`config.mk`:
```
export PLATFORM = sky130hd
export DESIGN_NAME = muldiv_sequencer
export DESIGN_NICKNAME = d
export VERILOG_FILES = /design/src/rtl/mips_pkg.sv /design/src/rtl/muldiv_sequencer_div_step.sv /design/src/rtl/muldiv_sequencer.sv
export SDC_FILE = /design/constraint.sdc
export NUM_CORES = 1
export LEC_CHECK = 0
export ABC_AREA = 1
export CORE_MARGIN = 10
export CORE_UTILIZATION = 38
export DETAILED_ROUTE_END_ITERATION = 7
export HOLD_SLACK_MARGIN = 0.03
export PLACE_DENSITY = 0.65
export SYNTH_ARGS = -nofsm -noshare
export SYNTH_HDL_FRONTEND = slang
export SYNTH_SLANG_ARGS = --single-unit
```
`constraint.sdc`:
```
create_clock -name clk -period 5.8 [get_ports clk]
set_input_delay 1.74 -clock clk [delete_from_list [all_inputs] [get_ports clk]]
set_output_delay 1.74 -clock clk [all_outputs]
set_load 0.01 [all_outputs]
```
`src/rtl/mips_pkg.sv`:
```
// Shared constants and state type for the MIPS multiply/divide unit.
package mips_pkg;

  localparam int   MD_WIDTH   = 32;
  localparam logic MD_OP_MULT = 1'b0;
  localparam logic MD_OP_DIV  = 1'b1;

  typedef enum logic [1:0] {
    IDLE = 2'd0,
    MUL  = 2'd1,
    DIV  = 2'd2
  } md_state_t;

endpackage

```
`src/rtl/muldiv_sequencer_div_step.sv`:
```
// One bit of a restoring divide. rem_in is the partial remainder already
// shifted left with the next dividend bit appended (WIDTH+1 bits). The
// divisor is subtracted when it fits; otherwise the shifted value is kept.
module div_step #(
  parameter int WIDTH = 32
) (
  input  logic [WIDTH:0]   rem_in,
  input  logic [WIDTH-1:0] divisor,
  output logic [WIDTH-1:0] rem_out,
  output logic             q_bit
);

  logic [WIDTH-1:0] diff;

  // When the divisor fits, the true difference is below 2^WIDTH, so the low
  // WIDTH bits of a modulo-2^WIDTH subtraction are exact.
  assign q_bit   = (rem_in >= {1'b0, divisor});
  assign diff    = rem_in[WIDTH-1:0] - divisor;
  assign rem_out = q_bit ? diff : rem_in[WIDTH-1:0];

endmodule

```
`src/rtl/muldiv_sequencer.sv`:
```
// Iterative multiply/divide unit with HI/LO registers (mult, div, mfhi, mflo).
// One result bit per cycle; WIDTH cycles from accept to done.
// Optional feature: define MULDIV_SIGNED_EN for two's complement operands
// (magnitudes are iterated, signs are applied on the final edge).
module muldiv_sequencer
  import mips_pkg::*;
#(
  parameter int WIDTH = MD_WIDTH
) (
  input  logic             clk,
  input  logic             rst,
  input  logic             start,
  input  logic             op,
  input  logic [WIDTH-1:0] a,
  input  logic [WIDTH-1:0] b,
  input  logic             rd_hi,
  input  logic             rd_lo,
  output logic             busy,
  output logic             done,
  output logic             stall,
  output logic [WIDTH-1:0] hi,
  output logic [WIDTH-1:0] lo
);

  localparam int CW = $clog2(WIDTH);

  md_state_t          state_q;
  logic [CW-1:0]      count_q;
  logic               busy_q;
  logic               done_q;
  logic [WIDTH-1:0]   hi_q;
  logic [WIDTH-1:0]   lo_q;

  // acc_q: mult = {partial upper, remaining multiplier bits};
  //        div  = {partial remainder, dividend bits / quotient bits}
  logic [2*WIDTH-1:0] acc_q;
  logic [2*WIDTH-1:0] acc_d;
  logic [WIDTH-1:0]   opnd_q;   // multiplicand or divisor

  logic               accept;
  logic               last;
  logic [WIDTH-1:0]   mag_a;
  logic [WIDTH-1:0]   mag_b;

  logic [WIDTH:0]     mul_sum;
  logic [2*WIDTH-1:0] mul_next;
  logic [WIDTH:0]     div_rem_in;
  logic [WIDTH-1:0]   div_rem_out;
  logic               div_q;
  logic [2*WIDTH-1:0] div_next;

  logic [WIDTH-1:0]   res_hi;
  logic [WIDTH-1:0]   res_lo;

  assign accept = (state_q == IDLE) && start;
  assign last   = (count_q == CW'(WIDTH - 1));

`ifdef MULDIV_SIGNED_EN
  logic sa_q;
  logic sb_q;

  assign mag_a = a[WIDTH-1] ? -a : a;
  assign mag_b = b[WIDTH-1] ? -b : b;

  // Operand signs, captured with the magnitudes on the accept edge
  always_ff @(posedge clk) begin
    if (accept) begin
      sa_q <= a[WIDTH-1];
      sb_q <= b[WIDTH-1];
    end
  end
`else
  assign mag_a = a;
  assign mag_b = b;
`endif

  // Shift-add step: add multiplicand when the low multiplier bit is set, shift right
  assign mul_sum  = {1'b0, acc_q[2*WIDTH-1:WIDTH]} + (acc_q[0] ? {1'b0, opnd_q} : '0);
  assign mul_next = {mul_sum, acc_q[WIDTH-1:1]};

  // Restoring step: bring in the next dividend bit, shift quotient bit in at the bottom
  assign div_rem_in = {acc_q[2*WIDTH-1:WIDTH], acc_q[WIDTH-1]};

  div_step #(.WIDTH(WIDTH)) u_div_step (
    .rem_in  (div_rem_in),
    .divisor (opnd_q),
    .rem_out (div_rem_out),
    .q_bit   (div_q)
  );

  assign div_next = {div_rem_out, acc_q[WIDTH-2:0], div_q};
  assign acc_d    = (state_q == DIV) ? div_next : mul_next;

  // Final HI/LO value as it would look after this cycle's step
  always_comb begin
    res_hi = acc_d[2*WIDTH-1:WIDTH];
    res_lo = acc_d[WIDTH-1:0];
`ifdef MULDIV_SIGNED_EN
    if (state_q == MUL) begin
      if (sa_q ^ sb_q) {res_hi, res_lo} = -acc_d;
    end else begin
      // Divide by zero keeps the all-ones quotient; remainder still follows a's sign
      if ((sa_q ^ sb_q) && (opnd_q != '0)) res_lo = -acc_d[WIDTH-1:0];
      if (sa_q) res_hi = -acc_d[2*WIDTH-1:WIDTH];
    end
`endif
  end

  // Datapath shift registers: load on accept, step every busy cycle
  always_ff @(posedge clk) begin
    if (accept) begin
      if (op == MD_OP_DIV) begin
        acc_q  <= {{WIDTH{1'b0}}, mag_a};
        opnd_q <= mag_b;
      end else begin
        acc_q  <= {{WIDTH{1'b0}}, mag_b};
        opnd_q <= mag_a;
      end
    end else if (state_q != IDLE) begin
      acc_q <= acc_d;
    end
  end

  // Control FSM with registered busy/done and the architectural HI/LO
  always_ff @(posedge clk) begin
    if (rst) begin
      state_q <= IDLE;
      count_q <= '0;
      busy_q  <= 1'b0;
      done_q  <= 1'b0;
      hi_q    <= '0;
      lo_q    <= '0;
    end else begin
      done_q <= 1'b0;
      case (state_q)
        IDLE: begin
          if (start) begin
            state_q <= (op == MD_OP_MULT) ? MUL : DIV;
            count_q <= '0;
            busy_q  <= 1'b1;
          end
        end
        MUL, DIV: begin
          if (last) begin
            state_q <= IDLE;
            busy_q  <= 1'b0;
            done_q  <= 1'b1;
            hi_q    <= res_hi;
            lo_q    <= res_lo;
          end else begin
            count_q <= count_q + 1'b1;
          end
        end
        default: state_q <= IDLE;
      endcase
    end
  end

  assign busy  = busy_q;
  assign done  = done_q;
  assign hi    = hi_q;
  assign lo    = lo_q;
  // busy is already low in the done cycle, so a dependent read proceeds there
  assign stall = busy_q & (start | rd_hi | rd_lo);

endmodule

```
==> reports/metrics.yaml <==
logic_synthesis:
  synth_flop_cell: "edfxtp_1"
  synthArstFlopShare_pct: 0
  synth_edf_count: 96
  post-synth-top-count-cell: "nand2_1"
  synth_common_cells: "nand2_1 (511), inv_1 (295), a21oi_1 (158)"
  yosys-top-cells-area: "edfxtp_1 (22%), nand2_1 (15%), dfxtp_1 (11%)"
  yosysTopAreaCell: "edfxtp_1"
  netlist.area_leader.share_pct: 22.49
  netlist_area_sq_mm: 0.01282
  yosys_warnings: 0
  yosysSeqAreaShare_pct: 33.89
  ys_ff_latch: 169
  syn_avg_cell_area_sq_um: 6.753
  syn-num-nets: 2038
  synth.distinct_cells: 41
  synthesis.instances: 1898
run:
  maxCapViolCount: 0
clock_network:
  clk_pin_slew_ns: 0.07
  cts_hold_buf: 0
  cts_max_level: 4
  clockBufferDepth: 2
  root_buffer: "clkbuf_16"
  postCtsSetupBuffers: 0
  cts_tree: "built"
  worstSkewPairLatency_ns: 0.44
  post_cts_resized: 0
  cts_buffers: 17
  numClockSinks: 169
sta:
  fin_crit_ns: 4.712
  rsz0062_at_grt: "no"
  drv_slew: 0
  fin_worst_skew_ns: 0.005197
  finalCritPeriodShare_pct: 81.25
  hold_viol_final: 0
  finalSetupTns_ns: 0
  setup_viol: 0
  worst_pin_slew_ns: 1.041
  slew_headroom_pct: 30.55
  max_freq_mhz: 212.2
floorplan:
  die_area_sq_mm: 0.04148
  core_region_area_sq_mm: 0.03336
  fp.dieW_um: 203.7
  die_y_um: 203.7
  std_cell_rows: 67
  start_util_pct: 38.42
  io_pins: 137
finish:
  drive_gt1_share_pct: 4.530
  diodes: 0
  num-nets-final: 2136
  syn2layout_area_growth_pct: 18.30
  fin_area_sq_mm: 0.01516
  fill_cells: 3520
power:
  powerDensity_mw_per_mm2: 365.2
  ir_worst_vdd_mv: 0.2101
  leakage_nw: 7.250
placement:
  hpwl_um: 33980
  place.gp.congestion: 0.9050
  portBuffers: 136
  detailed_place.area_sq_mm: 0.01455
global_route:
  grt_pass1_vias: 12390
  grt_usage_pct: 20.67
  antenna_found_initial: 0
  grt_pass1_wl_um: 67800
  gr-total-overflow: 0
  grt_max_degree: 109
worst_setup_path:
  cp.arrival_ns: 2.97
  cp_top_family: "buffers and inverters"
  reg2reg_slack_ns: 2.07
  crit_required_ns: 4.06
  path_cells: "clkdlybuf4s50_1 -> o31a_1 -> clkdlybuf4s50_1"
  cp_num_cells: 3
  cpMaxStageDelayCell: "clkdlybuf4s50_1"
  startpoint_type: "input port"
  ff2ff_path_depth: 15
  path_buf_inv: 2
  crit_fanout: 3
  crit_top_cell: "clkdlybuf4s50_1"
  cp-end-kind: "output pin"
  path_class: "input port to output pin"
  slowest_delay_ns: 0.48
run_status:
  outcome: "complete, no violations"
route:
  drt-pass1-iter-count: 5
  vias: 12430
  viasPerCell: 5.060
  routedWlPerCell_um: 17.43
  drc: 0
  routed_wl_um: 42820
  ant_nets: 0
  drt_iter0_drc: 1030
hold_path:
  hold_path_depth: 2
  hold_path.class: "flip-flop to flip-flop"
-- final cells by class --
type	count	area, sq um	share of cell area [%]
clock buffers	23	479.2	3.160
flip-flops and latches	169	4344	28.65
multi-input cells	1363	7079	46.69
clock inverters	9	135.1	0.8912
well taps	448	560.5	3.697
repair buffers	147	1444	9.522
inverters	298	1121	7.393
-- power breakdown --
group / leakage (nW) / internal [mW] / switching [mW] / total (mW)
Sequential: 1.56 / 1.48 / 0.149 / 1.63
Combinational: 5.39 / 0.912 / 1.78 / 2.69
Clock: 0.302 / 0.719 / 0.496 / 1.22
Total: 7.25 / 3.11 / 2.43 / 5.54
-- tightest hold or removal path: cells and delay by family, from the launching register on --
kind             cells  cell delay [ns]
AO/OA/AOI/OAI        1             0.05
flip-flops           1             0.31
AND/OR/NAND/NOR      1             0.06
-- routing by layer --
metal	global-route usage [%]	vias to the layer above	wire length (um)	share of wire, %
met2	34.54	397	20040	47
met4	5.622	0	788	1.8
li1	-	6317	-	-
met3	5.251	51	3327	7.8
met5	0	-	0	0
met1	25.87	5668	18670	44
-- state kept, by name, indices dropped and copies added (netlist names) --
register / count
state_q: 2
busy: 1
acc_q: 64
done: 1
hi: 32
lo: 32
opnd_q: 32
count_q: 5
-- cell usage in the layout (no fill, tap or decap), types with 10 or more instances in the layout --
cell	n
nand2_2	17
nand3_2	12
nand3_1	127
a21oi_1	158
clkbuf_16	18
buf_4	11
clkdlybuf4s50_1	136
nand2_1	511
nor3_1	13
o21ai_0	152
nand4_1	10
xor2_1	10
inv_1	293
mux2i_1	29
nor2_1	157
edfxtp_1	96
dfxtp_1	73
ha_1	67
nand3b_1	46
-- stage by stage --
stage | hold slack, ns | total power, mW | util [%] | worst slack (ns) | instances
2_1_floorplan | 0.4393 | 3.549 | - | 2.008 | 1898
3_3_place_gp | 0.4480 | 4.287 | 43.61 | 1.090 | 2425
3_5_place_dp | 0.4526 | 4.304 | 43.61 | 1.086 | 2425
4_1_cts | 0.4626 | 5.532 | 45.45 | 1.080 | 2457
5_1_grt | 0.4860 | 5.961 | 45.45 | 1.042 | 2457
6_report | 0.4633 | 5.538 | 45.45 | 1.088 | 2457
-- cells by family after synthesis --
logic type,Yosys count,synth area share (%)
adders and majority gates,70,6.950
DFF,169,33.89
xor gates and xnor gates,19,1.298
and+or+nand+nor,917,31.40
muxes,29,2.265
buffers and inverters,366,10.97
AOI/OAI and AO/OA,328,13.22
-- worst paths after layout --
| kind | startpoint | endpoint |
|---|---|---|
| setup reg to reg | acc_q[0] | acc_q[59] |
| setup / recovery | start | stall |
| hold reg to reg | state_q[0] | state_q[0] |
| hold / removal | state_q[0] | state_q[0] |
No activity file was read; power rests on OpenSTA's default activity.
